### src/rtl/ifu_pkg.sv
// Shared types and constants for the instruction fetch unit.
package ifu_pkg;

    localparam logic [31:0] INST_NOP = 32'h0000_0013;  // addi x0, x0, 0
    localparam logic [31:0] ZeroWord = 32'h0000_0000;

    typedef struct packed {
        logic        pred_taken;
        logic [31:0] addr;
        logic [31:0] inst;
    } fetch_entry_t;

endpackage

### src/rtl/ifu_fq_mem.sv
// Fetch queue storage: register array, synchronous write, asynchronous read.
module ifu_fq_mem
    import ifu_pkg::*;
#(
    parameter int unsigned DEPTH = 4,
    parameter int unsigned WIDTH = $bits(fetch_entry_t),
    localparam int unsigned IdxW = $clog2(DEPTH)
) (
    input  logic             clk,
    input  logic             we_i,
    input  logic [IdxW-1:0]  widx_i,
    input  logic [WIDTH-1:0] wdata_i,
    input  logic [IdxW-1:0]  ridx_i,
    output logic [WIDTH-1:0] rdata_o
);

    // Contents are don't-care after reset; occupancy lives in the pointers.
    logic [WIDTH-1:0] mem_q [DEPTH];

    always_ff @(posedge clk) begin
        if (we_i) begin
            mem_q[widx_i] <= wdata_i;
        end
    end

    assign rdata_o = mem_q[ridx_i];

endmodule

### src/rtl/ifu_fetch_queue.sv
// IF->ID decoupling FIFO with valid/ready on both sides, flush and carried prediction bit.
module ifu_fetch_queue
    import ifu_pkg::*;
#(
    parameter int unsigned      DEPTH    = 4,
    parameter int unsigned      INST_W   = 32,
    parameter int unsigned      ADDR_W   = 32,
    parameter logic [INST_W-1:0] NOP_INST = INST_NOP,
    localparam int unsigned     CntW     = $clog2(DEPTH) + 1
) (
    input  logic              clk,
    input  logic              rst,
    input  logic              flush_i,
    input  logic              inst_valid_i,
    input  logic [INST_W-1:0] inst_i,
    input  logic [ADDR_W-1:0] inst_addr_i,
    input  logic              pred_taken_i,
    output logic              inst_ready_o,
    output logic              inst_valid_o,
    output logic [INST_W-1:0] inst_o,
    output logic [ADDR_W-1:0] inst_addr_o,
    output logic              pred_taken_o,
    input  logic              dec_ready_i,
    output logic [CntW-1:0]   count_o
);

    localparam int unsigned IdxW   = $clog2(DEPTH);
    localparam int unsigned PtrW   = IdxW + 1;
    localparam int unsigned EntryW = INST_W + ADDR_W + 1;

    logic [PtrW-1:0]   rd_ptr_q, rd_ptr_d;
    logic [PtrW-1:0]   wr_ptr_q, wr_ptr_d;
    logic [CntW-1:0]   count_q, count_d;
    logic              empty, full, push, pop;
    logic [EntryW-1:0] wdata, head;

    // Wrap bit distinguishes full from empty when index bits match.
    assign empty = (rd_ptr_q == wr_ptr_q);
    assign full  = (rd_ptr_q[IdxW-1:0] == wr_ptr_q[IdxW-1:0]) &&
                   (rd_ptr_q[IdxW] != wr_ptr_q[IdxW]);

    assign push = inst_valid_i & ~full & ~flush_i;
    assign pop  = ~empty & dec_ready_i & ~flush_i;

    always_comb begin
        rd_ptr_d = rd_ptr_q;
        wr_ptr_d = wr_ptr_q;
        count_d  = count_q;
        if (flush_i) begin
            rd_ptr_d = '0;
            wr_ptr_d = '0;
            count_d  = '0;
        end else begin
            if (push) begin
                wr_ptr_d = wr_ptr_q + PtrW'(1);
            end
            if (pop) begin
                rd_ptr_d = rd_ptr_q + PtrW'(1);
            end
            count_d = count_q + CntW'(push) - CntW'(pop);
        end
    end

    always_ff @(posedge clk or posedge rst) begin
        if (rst) begin
            rd_ptr_q <= '0;
            wr_ptr_q <= '0;
            count_q  <= '0;
        end else begin
            rd_ptr_q <= rd_ptr_d;
            wr_ptr_q <= wr_ptr_d;
            count_q  <= count_d;
        end
    end

    assign wdata = {pred_taken_i, inst_addr_i, inst_i};

    ifu_fq_mem #(
        .DEPTH (DEPTH),
        .WIDTH (EntryW)
    ) u_mem (
        .clk     (clk),
        .we_i    (push),
        .widx_i  (wr_ptr_q[IdxW-1:0]),
        .wdata_i (wdata),
        .ridx_i  (rd_ptr_q[IdxW-1:0]),
        .rdata_o (head)
    );

    // Outputs depend only on registered pointers and stored data.
    assign inst_ready_o = ~full;
    assign inst_valid_o = ~empty;
    assign inst_o       = empty ? NOP_INST : head[INST_W-1:0];
    assign inst_addr_o  = empty ? ADDR_W'(ZeroWord) : head[INST_W +: ADDR_W];
    assign pred_taken_o = empty ? 1'b0 : head[EntryW-1];
    assign count_o      = count_q;

endmodule

### config.mk
export PLATFORM = sky130hd
export DESIGN_NAME = ifu_fetch_queue
export DESIGN_NICKNAME = d
export VERILOG_FILES = /design/src/rtl/ifu_pkg.sv /design/src/rtl/ifu_fq_mem.sv /design/src/rtl/ifu_fetch_queue.sv
export SDC_FILE = /design/constraint.sdc
export NUM_CORES = 1
export LEC_CHECK = 0
export BUFFER_PORTS_ARGS = -buffer_cell sky130_fd_sc_hd__buf_2
export CAP_MARGIN = 20
export CORE_UTILIZATION = 55
export DETAILED_ROUTE_END_ITERATION = 10
export GPL_TIMING_DRIVEN = 0
export HOLD_SLACK_MARGIN = 0.03
export PLACE_DENSITY = 0.76
export RECOVER_POWER = 25
export SETUP_SLACK_MARGIN = 0.4
export SLEW_MARGIN = 20
export SYNTH_ARGS = -nofsm -noshare
export SYNTH_HDL_FRONTEND = slang
export SYNTH_SLANG_ARGS = --single-unit
export TNS_END_PERCENT = 5
### constraint.sdc
create_clock -name clk -period 3.9 [get_ports clk]
set_clock_uncertainty 0.05 [all_clocks]
set_input_delay 0.78 -clock clk [delete_from_list [all_inputs] [get_ports clk]]
set_output_delay 0.78 -clock clk [all_outputs]
set_load 0.1 [all_outputs]
Word level (Yosys, flattened, before mapping)
Memory sizes are Yosys's and may differ from the RTL's.
Index checks and enable logic that the tools add are counted.
- add/subtract/negate cells: 4
- equal/unequal tests: 3
- mux-type cells: 10
- bitwise operators: 7
- reductions and logical operators: 3
- operator list (cell ; number):
    $mux W32 ; 2
    $mux W3 ; 5
    $add A3 B1 Y3 const B ; 2
    $and A1 B1 Y1 ; 4
    $reduce_bool A2 Y1 ; 2
    $add A3 B1 Y3 ; 1
    $eq A3 B3 Y1 ; 1
    $mux W1 ; 3
    $not A1 Y1 ; 3
    $sub A3 B1 Y3 ; 1
    $eq A2 B2 Y1 ; 1
    $logic_and A1 B1 Y1 ; 1
    $ne A1 B1 Y1 ; 1
- flip-flop bits (word level): 9
- bits in writable memories: 260
- input bits: 70
- output and inout bits: 70
- logic and storage cells: 31
- memories: 1
- memory list (memory ; depth ; bits a word ; read ports ; clocked after Yosys merged registers in ; write ports ; line ; RTL):
    u_mem.mem_q ; 4 ; 65 ; 1 ; 0 ; 1 ; ifu_fq_mem.sv:18 ; logic [WIDTH-1:0] mem_q [DEPTH];

Logic depth before layout (Yosys ltp)
- word-level depth: 8
- mapped depth: 12
- depth with buffers taken out: 10

Modules after synthesis
Synthesis repeated with hierarchy kept, for this count alone.
- cells, all modules: 484
- area total of the unflattened synthesis: 10577.6 um2
- by module, submodules not included (module ; times used ; cells an instance ; area each (um2) ; sequential area each (um2)):
    ifu_fq_mem ; 1 ; 343 ; 9455.3 ; 7807.5
    ifu_fetch_queue ; 1 ; 141 ; 1122.3 ; 225.2

Worst setup path before layout
OpenSTA, ideal clock, no wires.
- path kind: reg-to-output
- from: reg rd_ptr_q[0]
- to: out inst_addr_o[4]
- arrival: 2.501 ns
- required time: 3.070 ns
- path slack: 0.569 ns
- cell stages (with the launch flop): 6
- path buffers: 3
- path through: dfrtp_1 -> buf_4 -> buf_6 -> buf_6 -> mux4_2 -> nor2b_1
- longest elaborated chain between the ends: 2
- elaborated cells between the ends (all ways): 3
- classes of those cells: 1 x eq/ne; 1 x mux; 1 x memory
- ends and longest elaborated chain (item ; line ; RTL):
    start, declared ; ifu_fetch_queue.sv:31 ; logic [PtrW-1:0] rd_ptr_q, rd_ptr_d;
    start signal, assigned ; ifu_fetch_queue.sv:70 ; rd_ptr_q <= rd_ptr_d;
    $mem_v2 Z4 W65 or $eq A3 B3 Y1 (tied branches) ; -- ;
    $mux W32 (*) ; ifu_fetch_queue.sv:94 ; assign inst_addr_o = empty ? ADDR_W'(ZeroWord) : head[INST_W +: ADDR_W];
    end, declared ; ifu_fetch_queue.sv:21 ; output logic [ADDR_W-1:0] inst_addr_o,
Mark *: on every way between the ends. The rest lies on a longest branch, timed or not.

Final worst setup path
- from: reg wr_ptr_q[0]
- to: out inst_o[1]
- longest elaborated chain between the ends: 2
- ends and longest elaborated chain (item ; line ; RTL):
    start, declared ; ifu_fetch_queue.sv:32 ; logic [PtrW-1:0] wr_ptr_q, wr_ptr_d;
    start signal, assigned ; ifu_fetch_queue.sv:71 ; wr_ptr_q <= wr_ptr_d;
    $eq A3 B3 Y1 ; ifu_fetch_queue.sv:38 ; assign empty = (rd_ptr_q == wr_ptr_q);
    $mux W32 ; ifu_fetch_queue.sv:93 ; assign inst_o = empty ? NOP_INST : head[INST_W-1:0];
    end, declared ; ifu_fetch_queue.sv:20 ; output logic [INST_W-1:0] inst_o,
No other way between the ends.

==> results.json <==
{
  "run_status": "finished clean",
  "drt_iter0_markers": 383,
  "cap_violations": 0,
  "grt_pass1_vias": 5621,
  "initial_core_util_pct": 56.9,
  "setup_viol": 0,
  "numPortBuffers": 139,
  "cts.sinks": 269,
  "synth_edf_count": 260,
  "cts_tree": "done",
  "use_met2_pct": 34.0,
  "syn_area_um2": 10700,
  "globalRoute.busiestLayer": "met2",
  "path_cells": "xor2_2 > nor3_2 > clkbuf_2 > or2_1 > buf_2",
  "syn_inst": 495,
  "cts_buffers": 27,
  "path_max_fanout": 10,
  "pin_count": 140,
  "syn_avg_cell_area_um2": 21.7,
  "die_h_um": 142,
  "final_util_pct": 67.0,
  "synth_flop_cell": "edfxtp_1",
  "yosys_warnings": 0,
  "wl_per_cell_um": 20.6,
  "grt_max_degree": 43,
  "cts-htree-levels": 1,
  "die_x_um": 142,
  "drive_gt1_share_pct": 36.5,
  "clkTransAtPathRegs_ns": 0.06,
  "antenna_found_initial": 1,
  "cp_slowest_cell": "dfrtp_1",
  "register_area_um2": 8030,
  "cp-start-kind": "register",
  "syn-num-nets": 573,
  "drtAntennaViolNets": 0,
  "tightest_slew_ns": 0.654,
  "stdcell_count": 949,
  "place_inst": 898,
  "multi_input_area_um2": 2520,
  "grt_setup_unrepaired": "true",
  "endpoint_kind": "primary output",
  "drc": 0,
  "gp_congestion": 0.843,
  "synthArstFlopShare_pct": 3.35,
  "timing.final.crit_share_pct": 89.0,
  "timing.fmax_mhz": 288,
  "fillers": 1290,
  "ys_types": 37,
  "clock_latency_ns": 0.52,
  "hold_viol": 0,
  "fp.dieArea_um2": 20100,
  "slew_viol_final": 0,
  "hold_path_class": "in2async",
  "cts_max_path_buffers": 3,
  "cp_slowest_stage_delay_ns": 0.51,
  "hpwlAfterDp_um": 12500,
  "final.min_clock_period_ns": 3.47,
  "yosys-top-cells-area": "edfxtp_1 73%, mux4_2 14%, nor2b_4 2.3%",
  "slew_headroom_pct": 56.1,
  "area_delta_synth_final_pct": 17.9,
  "clockRootBuffer": "clkbuf_16",
  "post_cts_buffers": 0,
  "yosys.area.top_type": "edfxtp_1",
  "grt_pass1_wl_um": 30500,
  "nNetsFinal": 745,
  "grtUsageMet1_pct": 26.7,
  "yosysSeqAreaShare_pct": 74.8,
  "grt.total_usage_pct": 20.3,
  "firstDrtPassIters": 5,
  "synth_top_area_share_pct": 72.7,
  "cp.required_ns": 3.07,
  "vias": 5284,
  "worstPathArrival_ns": 2.64,
  "wirelength_um": 19600,
  "coreArea_um2": 18900,
  "grt_overflow": 0,
  "critPathKind": "reg2out",
  "via_per_inst": 5.57,
  "ys_ff_latch": 269,
  "grtUsageMet3_pct": 5.43,
  "num_rows": 50
}
[state kept, by name, indices dropped and copies added, names as in the netlist]
signal,flops
rd_ptr_q,3
wr_ptr_q,3
count_o,3
u_mem.mem_q,260
[per-stage QoR]
step	cell area, µm²	hold slack (ns)	worst slack [ns]	setup TNS [ns]
3_3_place_gp	11800	0.550	-0.667	-163.94
5_1_grt	12700	0.191	0.279	0
4_1_cts	12700	0.163	0.359	0
3_5_place_dp	11900	0.568	0.868	0
2_1_floorplan	10700	0.548	0.569	0
6_report	12700	0.171	0.428	0
[timing repair]
item / 4_1_cts / 5_1_grt
resized for setup: 1 / 4
hold buffers: 0 / 0
hold endpoints to repair: 0 / 0
setup endpoints to repair: 17 / 54
[area by class of cell]
cell class / instances / share of cell area (%)
clock inverters: 13 / 0.929
diodes: 1 / 0.0198
plain buffers: 25 / 1.30
clock buffers: 37 / 5.79
well taps: 260 / 2.57
inverters: 9 / 0.267
multi-input cells: 192 / 19.9
flip-flops and latches: 269 / 63.4
repair buffers: 143 / 5.77
[layout by cell type (no fill, tap or decap), types with 6 or more instances in the layout]
master	n
nand3_1	6
and2b_1	12
clkbuf_16	27
dfrtp_1	9
buf_6	7
inv_1	9
ha_1	7
nor2b_4	18
mux4_2	65
buf_2	105
clkinv_1	6
edfxtp_1	260
nor2b_1	33
clkbuf_1	55
[path summary, 6_finish.rpt]
kind	to	slack, ns	cells past startpoint	startpoint
worst max-delay path	inst_o[1]	0.43	5	wr_ptr_q[0]
worst min-delay path	wr_ptr_q[1]	0.17	2	rst
worst max register to register	count_o[2]	0.93	11	wr_ptr_q[0]
worst min register to register	count_o[0]	0.59	2	count_o[0]
max in group asynchronous	rd_ptr_q[2]	3.36	2	rst
min in group clk	u_mem.mem_q[0][54]	0.42	1	inst_addr_i[22]
[routing by layer]
layer	vias to the layer above	part of all wire [%]
li1	2351	-
met1	2703	39
met2	198	50
met3	30	9.0
met4	2	1.6
met5	-	0.046
[cells in the mapped netlist (6+ instances only)]
library cell,number
ha_1,7
clkbuf_1,8
dfrtp_1,9
nor2b_1,33
and2b_1,12
edfxtp_1,260
mux4_2,65
nand3_1,6
nor2b_4,18
buf_2,8
inv_1,9
buf_6,7
[logic make-up (layout without fill, tap and decap cells)]
logic type | Yosys count | in the layout | share of synthesized area, %
and+or+nand+nor | 96 | 96 | 6.91
DFF | 269 | 269 | 74.8
adders and majority gates | 8 | 8 | 1.00
AOI/OAI and AO/OA | 15 | 15 | 1.00
xor gates and xnor gates | 8 | 8 | 0.862
other | 0 | 1 | 0
muxes | 65 | 65 | 13.6
buffers and inverters | 34 | 227 | 1.82
[worst max-delay path, delay by kind of cell (launching register included)]
family	cells	cell delay (ns)
and+or+nand+nor	2	0.58
buffers and inverters	2	0.75
DFF	1	0.51
xor gates and xnor gates	1	0.27
Power is not shown: default switching activity piles up to over one toggle a cycle in this logic, so the estimate is an artifact.
